===== src/rtl/seg7_pkg.sv =====
// Seven-segment encoding shared by the display driver and the bus reader.
// Keeping the hex table here means encode and decode cannot drift apart.
package seg7_pkg;

  localparam int SEG_A  = 0;
  localparam int SEG_B  = 1;
  localparam int SEG_C  = 2;
  localparam int SEG_D  = 3;
  localparam int SEG_E  = 4;
  localparam int SEG_F  = 5;
  localparam int SEG_G  = 6;
  localparam int SEG_DP = 7;

  localparam int DIGITS_DEF = 4;

  // Active-high segment patterns, bit 0 = A ... bit 6 = G, indexed by nibble.
  localparam logic [6:0] HEX_PAT [16] = '{
    7'h3F, 7'h06, 7'h5B, 7'h4F, 7'h66, 7'h6D, 7'h7D, 7'h07,
    7'h7F, 7'h6F, 7'h77, 7'h7C, 7'h39, 7'h5E, 7'h79, 7'h71
  };

  typedef struct packed {
    logic [3:0] nib;
    logic       dp;
    logic       ok;
  } sample_t;

  function automatic logic [6:0] seg7_enc(input logic [3:0] nib);
    return HEX_PAT[nib];
  endfunction

endpackage


===== src/rtl/seg_display_reader_if.sv =====
// Multiplexed 7-segment bus plus the reader's decoded-frame outputs.
interface seg_display_reader_if #(
  parameter int DIGITS = 4
);
  logic [DIGITS-1:0]   sel;
  logic [7:0]          seg;
  logic [4*DIGITS-1:0] data;
  logic [DIGITS-1:0]   dp;
  logic                valid;
  logic                err;
  logic                stale;

  modport master (output sel, seg, input data, dp, valid, err, stale);
  modport slave  (input sel, seg, output data, dp, valid, err, stale);
endinterface


===== src/rtl/seg7_decode.sv =====
// Combinational inverse of the hex segment table; ok=0 for any pattern not in it.
module seg7_decode
  import seg7_pkg::*;
(
  input  logic [6:0] pat,
  output logic [3:0] nib,
  output logic       ok
);
  always_comb begin
    nib = '0;
    ok  = 1'b0;
    for (int i = 0; i < 16; i++) begin
      if (pat == HEX_PAT[i]) begin
        nib = 4'(i);
        ok  = 1'b1;
      end
    end
  end
endmodule


===== src/rtl/seg_display_reader.sv =====
// Passive monitor of a multiplexed 7-segment bus: samples each digit once per
// settled dwell, rebuilds the displayed hex value and publishes whole frames.
module seg_display_reader
  import seg7_pkg::*;
#(
  parameter int DIGITS         = DIGITS_DEF,
  parameter int STABLE_CYCLES  = 16,
  parameter int TIMEOUT_CYCLES = 1048576
) (
  input logic                 clk,
  input logic                 rst,
  seg_display_reader_if.slave bus
);
  localparam int IW = (DIGITS > 1) ? $clog2(DIGITS) : 1;
  localparam int TW = $clog2(TIMEOUT_CYCLES + 1);

  typedef logic [DIGITS-1:0] dmask_t;

  dmask_t                  sel_q;
  logic [7:0]              stab_cnt;
  logic                    legal, same, sample, full, pub_ok;
  logic [IW-1:0]           idx;
  dmask_t                  onehot;
  logic [6:0]              pat;
  sample_t                 cur;

  logic [DIGITS-1:0][3:0]  sh_nib, frm_nib;
  dmask_t                  sh_dp, frm_dp, mask;
  logic                    err_flag;

  logic [DIGITS-1:0][3:0]  data_q;
  dmask_t                  dp_q;
  logic                    valid_q, err_q;
  logic [TW-1:0]           tcnt;

  // sel classification on the raw inputs
  assign onehot = ~bus.sel;
  assign legal  = ($countones(onehot) == 1);
  assign same   = (bus.sel == sel_q);

  always_comb begin
    idx = '0;
    for (int i = 0; i < DIGITS; i++)
      if (!bus.sel[i]) idx = IW'(i);
  end

  // Counter value STABLE_CYCLES-2 here means it becomes STABLE_CYCLES-1 on this
  // edge; that single crossing is the one sample of the dwell.
  assign sample = legal && same && (stab_cnt == 8'(STABLE_CYCLES - 2));

  assign pat = ~bus.seg[SEG_G:SEG_A];

  seg7_decode u_dec (
    .pat (pat),
    .nib (cur.nib),
    .ok  (cur.ok)
  );
  assign cur.dp = ~bus.seg[SEG_DP];

  assign full   = &(mask | onehot);
  assign pub_ok = sample && full && !err_flag && cur.ok;

  // Frame as it will look once the current sample lands in its slot.
  always_comb begin
    frm_nib      = sh_nib;
    frm_dp       = sh_dp;
    frm_nib[idx] = cur.nib;
    frm_dp[idx]  = cur.dp;
  end

  always_ff @(posedge clk) begin
    if (rst) begin
      sel_q    <= '1;
      stab_cnt <= '0;
    end else begin
      sel_q <= bus.sel;
      if (!legal || !same)
        stab_cnt <= '0;
      else if (stab_cnt != 8'(STABLE_CYCLES))
        stab_cnt <= stab_cnt + 8'd1;
    end
  end

  always_ff @(posedge clk) begin
    if (rst) begin
      sh_nib   <= '0;
      sh_dp    <= '0;
      mask     <= '0;
      err_flag <= 1'b0;
      data_q   <= '0;
      dp_q     <= '0;
      valid_q  <= 1'b0;
      err_q    <= 1'b0;
    end else begin
      valid_q <= 1'b0;
      err_q   <= 1'b0;
      if (sample) begin
        sh_nib[idx] <= cur.nib;
        sh_dp[idx]  <= cur.dp;
        if (full) begin
          mask     <= '0;
          err_flag <= 1'b0;
          if (err_flag || !cur.ok) begin
            err_q <= 1'b1;
          end else begin
            data_q  <= frm_nib;
            dp_q    <= frm_dp;
            valid_q <= 1'b1;
          end
        end else begin
          mask <= mask | onehot;
          if (!cur.ok) err_flag <= 1'b1;
        end
      end
    end
  end

  // Only a clean publish refreshes the watchdog; it wins over saturation.
  always_ff @(posedge clk) begin
    if (rst || pub_ok)
      tcnt <= '0;
    else if (tcnt != TW'(TIMEOUT_CYCLES))
      tcnt <= tcnt + TW'(1);
  end

  assign bus.data  = data_q;
  assign bus.dp    = dp_q;
  assign bus.valid = valid_q;
  assign bus.err   = err_q;
  assign bus.stale = (tcnt == TW'(TIMEOUT_CYCLES));

endmodule


===== src/flat_wrapper.sv =====
// flat-port wrapper written by rule: the top's interface ports become plain ports
module seg_display_reader_flat import seg7_pkg::*;
#(
  parameter int DIGITS         = DIGITS_DEF,
  parameter int STABLE_CYCLES  = 16,
  parameter int TIMEOUT_CYCLES = 1048576
)
  (clk, rst, bus_sel, bus_seg, bus_data, bus_dp, bus_valid, bus_err, bus_stale);
  seg_display_reader_if #(.DIGITS(DIGITS)) bus_i ();
  input logic clk;
  input logic rst;
  input wire logic [$bits(bus_i.sel)-1:0] bus_sel;
  input wire logic [$bits(bus_i.seg)-1:0] bus_seg;
  output wire logic [$bits(bus_i.data)-1:0] bus_data;
  output wire logic [$bits(bus_i.dp)-1:0] bus_dp;
  output wire logic [$bits(bus_i.valid)-1:0] bus_valid;
  output wire logic [$bits(bus_i.err)-1:0] bus_err;
  output wire logic [$bits(bus_i.stale)-1:0] bus_stale;
  assign bus_i.sel = bus_sel;
  assign bus_i.seg = bus_seg;
  assign bus_data = bus_i.data;
  assign bus_dp = bus_i.dp;
  assign bus_valid = bus_i.valid;
  assign bus_err = bus_i.err;
  assign bus_stale = bus_i.stale;
  seg_display_reader #(.DIGITS(DIGITS), .STABLE_CYCLES(STABLE_CYCLES), .TIMEOUT_CYCLES(TIMEOUT_CYCLES)) u_core (.clk(clk), .rst(rst), .bus(bus_i));
endmodule

===== config.mk =====
export PLATFORM = sky130hd
export DESIGN_NAME = seg_display_reader_flat
export DESIGN_NICKNAME = d
export VERILOG_FILES = /design/src/rtl/seg7_pkg.sv /design/src/rtl/seg_display_reader_if.sv /design/src/rtl/seg7_decode.sv /design/src/rtl/seg_display_reader.sv /design/src/flat_wrapper.sv
export SDC_FILE = /design/constraint.sdc
export NUM_CORES = 1
export LEC_CHECK = 0
export ABC_AREA = 1
export ABC_CLOCK_PERIOD_IN_PS = 5090
export CAP_MARGIN = 20
export CORE_UTILIZATION = 35
export CTS_CLUSTER_SIZE = 10
export DETAILED_ROUTE_END_ITERATION = 10
export GPL_TIMING_DRIVEN = 0
export PLACE_DENSITY = 0.5
export SLEW_MARGIN = 20
export SYNTH_ARGS = -nofsm -noshare
export SYNTH_HDL_FRONTEND = slang
export SYNTH_HIERARCHICAL = 1
export SYNTH_SLANG_ARGS = --single-unit

===== constraint.sdc =====
create_clock -name clk -period 5.09 [get_ports clk]
set_input_delay 0.509 -clock clk [delete_from_list [all_inputs] [get_ports clk]]
set_output_delay 0.509 -clock clk [all_outputs]
set_load 0.05 [all_outputs]

==> impl_metrics.csv <==
group,metric,value,unit
worst_setup_path,critPathMaxFanout,10,
floorplanning,io_pins,37,
timing,slew_viol_final,0,
timing,hold_viol,0,
finish,final_util,43.3,%
clock_tree,clockBufferDepth,2,
finish,area_delta_synth_final,20.1,%
clock_tree,post_cts_buffers,0,
yosys,synth_area,0.00411,mm^2
yosys,synthMuxAreaShare,0,%
pwr,finalPower,1.35,mW
pwr,power_density,274,mW/mm^2
yosys,yosys_warnings,6,
placed_design,post-dp-hpwl,7250,um
yosys,ys_top_cells_by_count,"nand2_1, nor2_1, dfxtp_1, inv_1, nand3_1",
finish,seqCellArea,0.00160,mm^2
timing,rsz0062_at_grt,"false",
yosys,synthSimpleGateAreaFrac,37.4,%
clock_tree,clkTransAtPathRegs,0.05,ns
run_status,status,"completed",
yosys,yosysMostFrequentCell,"nand2_1",
finish,final_cells,807,
timing,tightest_slew,0.503,ns
global_route,grt_pass1_wl,16900,um
timing,finalCritPeriodShare,58.9,%
route,route.detailed.drc,0,
yosys,synthFlopType,"dfxtp_1",
clock_tree,cts_resized,0,
route,avgViaCountPerCell,4.71,
route,dr.pass1.iters,4,
global_route,grt_usage,17.0,%
finish,multi_input_area,0.00212,mm^2
clock_tree,clk_latency,0.34,ns
yosys,syn_area_per_cell,6.71,um^2
job,maxCapViolations,0,
finish,fin_nets,682,
floorplanning,initial_utilization,36.0,%
route,wl_met2,4650,um
yosys,ys_ff_latch,80,
worst_setup_path,crit_required,5.30,ns
timing,setup_tns,0,ns
global_route,antenna_found_initial,0,
finish,antenna_cells,0,
global_route,grt_max_degree,13,
yosys,ys_seq_area_share,38.9,%
worst_setup_path,cp.arrival,3.21,ns
yosys,synth-edff-count,0,
clock_tree,cts-root-buf,"clkbuf_16",
yosys,synth_compound_area_share,6.51,%
clock_tree,cts_tree,"built",
hold_path,hold_path_class,"reg2reg",
floorplanning,fp.dieW,110,um
placed_design,gp_congestion,0.814,
worst_setup_path,setup.worst_path.start_class,"input port",
timing,setup_violations,0,
global_route,grt.overflow.total,0,
route,via_count,3797,
route,drt-initial-drc-count,161,
pwr,vdd_drop_max,0.193,mV
clock_tree,clock_sinks,80,
pwr,leakage,2.08,nW
finish,drive_gt1_share,7.08,%
floorplanning,num_rows,39,
route,ant_nets,0,
yosys,synthArstFlopShare,0,%
route,dr_wl_met3,272,um
worst_setup_path,critical_path_class,"in2reg",
timing,relSlewSlack,66.4,%
route,wl,9710,um
timing,finClkSkew,0.00821,ns
route,wl_met1,4610,um
placed_design,port_buffers,36,
floorplanning,die-area,0.0122,mm^2
yosys,synth_cells,613,
clock_tree,h-tree-depth,3,
timing,worst_slack,2.09,ns
yosys,synth_fa_ha_area_share,2.62,%
route,wl_per_cell,12.0,um
yosys,synth_largest_area_cell,"dfxtp_1",
floorplanning,die_y,110,um
route,dr.max_layer_used,"met4",
clock_tree,hold_buffers,0,
finish,nFillCells,1207,
placed_design,placed_cells,792,
global_route,grt_pass1_vias,3636,
worst_setup_path,end_kind,"flop",
yosys,synthesis.nets,635,
yosys,yosys-top-cells-area,"dfxtp_1, nand2_1, nor2_1",
yosys,synth-xor-area-share,4.90,%
yosys,synth_top_area_share,38.9,%
yosys,synth_cell_type_count,31,
timing,clock.fmax,333,MHz
timing,fin_crit,3.00,ns
placed_design,pre_cts_ws,1.71,ns
floorplanning,core-area,0.0114,mm^2
yosys,synth_top_family_by_area,"simple AND/OR/NAND/NOR gates",
clock_tree,cts_inserted_buffers,9,
==> per-stage QoR <==
step	hold WS (ns)	cell area (um^2)
global route	0.484	4940
floorplan	0.429	4110
CTS	0.466	4940
global placement	0.442	4650
finish	0.461	4940
detailed placement	0.450	4650
==> report_power, final <==
part           leakage (nW)  switching [mW]  internal (mW)  total [mW]
sequential            0.646         0.00373          0.630       0.634
clock                 0.139           0.241          0.390       0.631
combinational          1.29          0.0583         0.0312      0.0895
==> layer usage <==
metal	GRT usage [%]	vias to the layer above
met5	0	-
met4	5.60	0
met3	4.01	15
met2	29.4	48
met1	20.6	1706
li1	-	2028
==> final cells by class <==
cell class	instances	share of cell area, %
Multi-Input combinational cell	434	42.8
Sequential cell	80	32.4
Clock inverter	3	0.861
Timing Repair Buffer	36	7.29
Clock buffer	12	4.99
Buffer	19	1.92
Inverter	80	6.08
Tap cell	143	3.62
==> path summary, 6_finish.rpt <==
path	depth (start not counted)	slack, ns	startpoint	end
setup / recovery	14	2.09	bus_sel[0]	u_core/tcnt[18]$_SDFFE_PP0N_
hold reg to reg	2	0.46	u_core/bus.dp[0]$_SDFFE_PP0P_	u_core/bus.dp[0]$_SDFFE_PP0P_
hold / removal	2	0.46	u_core/bus.dp[0]$_SDFFE_PP0P_	u_core/bus.dp[0]$_SDFFE_PP0P_
setup reg to reg	7	3.43	u_core/tcnt[0]$_SDFFE_PP0N_	u_core/tcnt[18]$_SDFFE_PP0N_
==> sequential cells by signal, indices dropped and copies added (netlist names) <==
register and count:
u_core/bus.data 16, u_core/err_flag 1, u_core/bus.valid 1, u_core/bus.err 1, u_core/tcnt 21, u_core/sh_dp 4, u_core/mask 4, u_core/stab_cnt 8
u_core/sh_nib 16, u_core/sel_q 4, u_core/bus.dp 4
==> cell families after synthesis <==
kind of cell	Yosys count
and+or+nand+nor	351
buffers and inverters	99
adders and majority gates	8
DFF	80
AOI/OAI and AO/OA	52
xor gates and xnor gates	23
==> placed cells by master, fill, tap and decap left out, drive strengths merged <==
| cell | netlist | layout |
|---|---|---|
| ha | 7 | 7 |
| nand4 | 18 | 18 |
| nand3b | 1 | 1 |
| xor2 | 21 | 21 |
| xnor2 | 2 | 2 |
| a21oi | 7 | 7 |
| buf | 14 | 14 |
| bufinv | 0 | 1 |
| nand3 | 65 | 65 |
| clkinvlp | 0 | 1 |
| or2 | 5 | 5 |
| inv | 80 | 80 |
| nor2 | 118 | 118 |
| nor3 | 13 | 13 |
| clkbuf | 5 | 17 |
| dfxtp | 80 | 80 |
| clkinv | 0 | 1 |
| o21bai | 1 | 1 |
| nor4 | 1 | 1 |
| nand2 | 130 | 130 |
| o21ai | 42 | 42 |
| o31ai | 2 | 2 |
| fa | 1 | 1 |
| clkdlybuf4s50 | 0 | 36 |
==> critical path, stage by stage <==
cell and delay [ns]:
clkdlybuf4s50_1 0.51, fa_1 0.57, inv_1 0.04, ha_1 0.17
ha_1 0.27, inv_1 0.05, nand2_1 0.04, nor2_1 0.15
nand3_2 0.12, nor2_4 0.14, nand4_2 0.14, nand2_1 0.15
buf_2 0.26, nor2_1 0.08
Note: power is estimated with default switching activity, not from simulation.
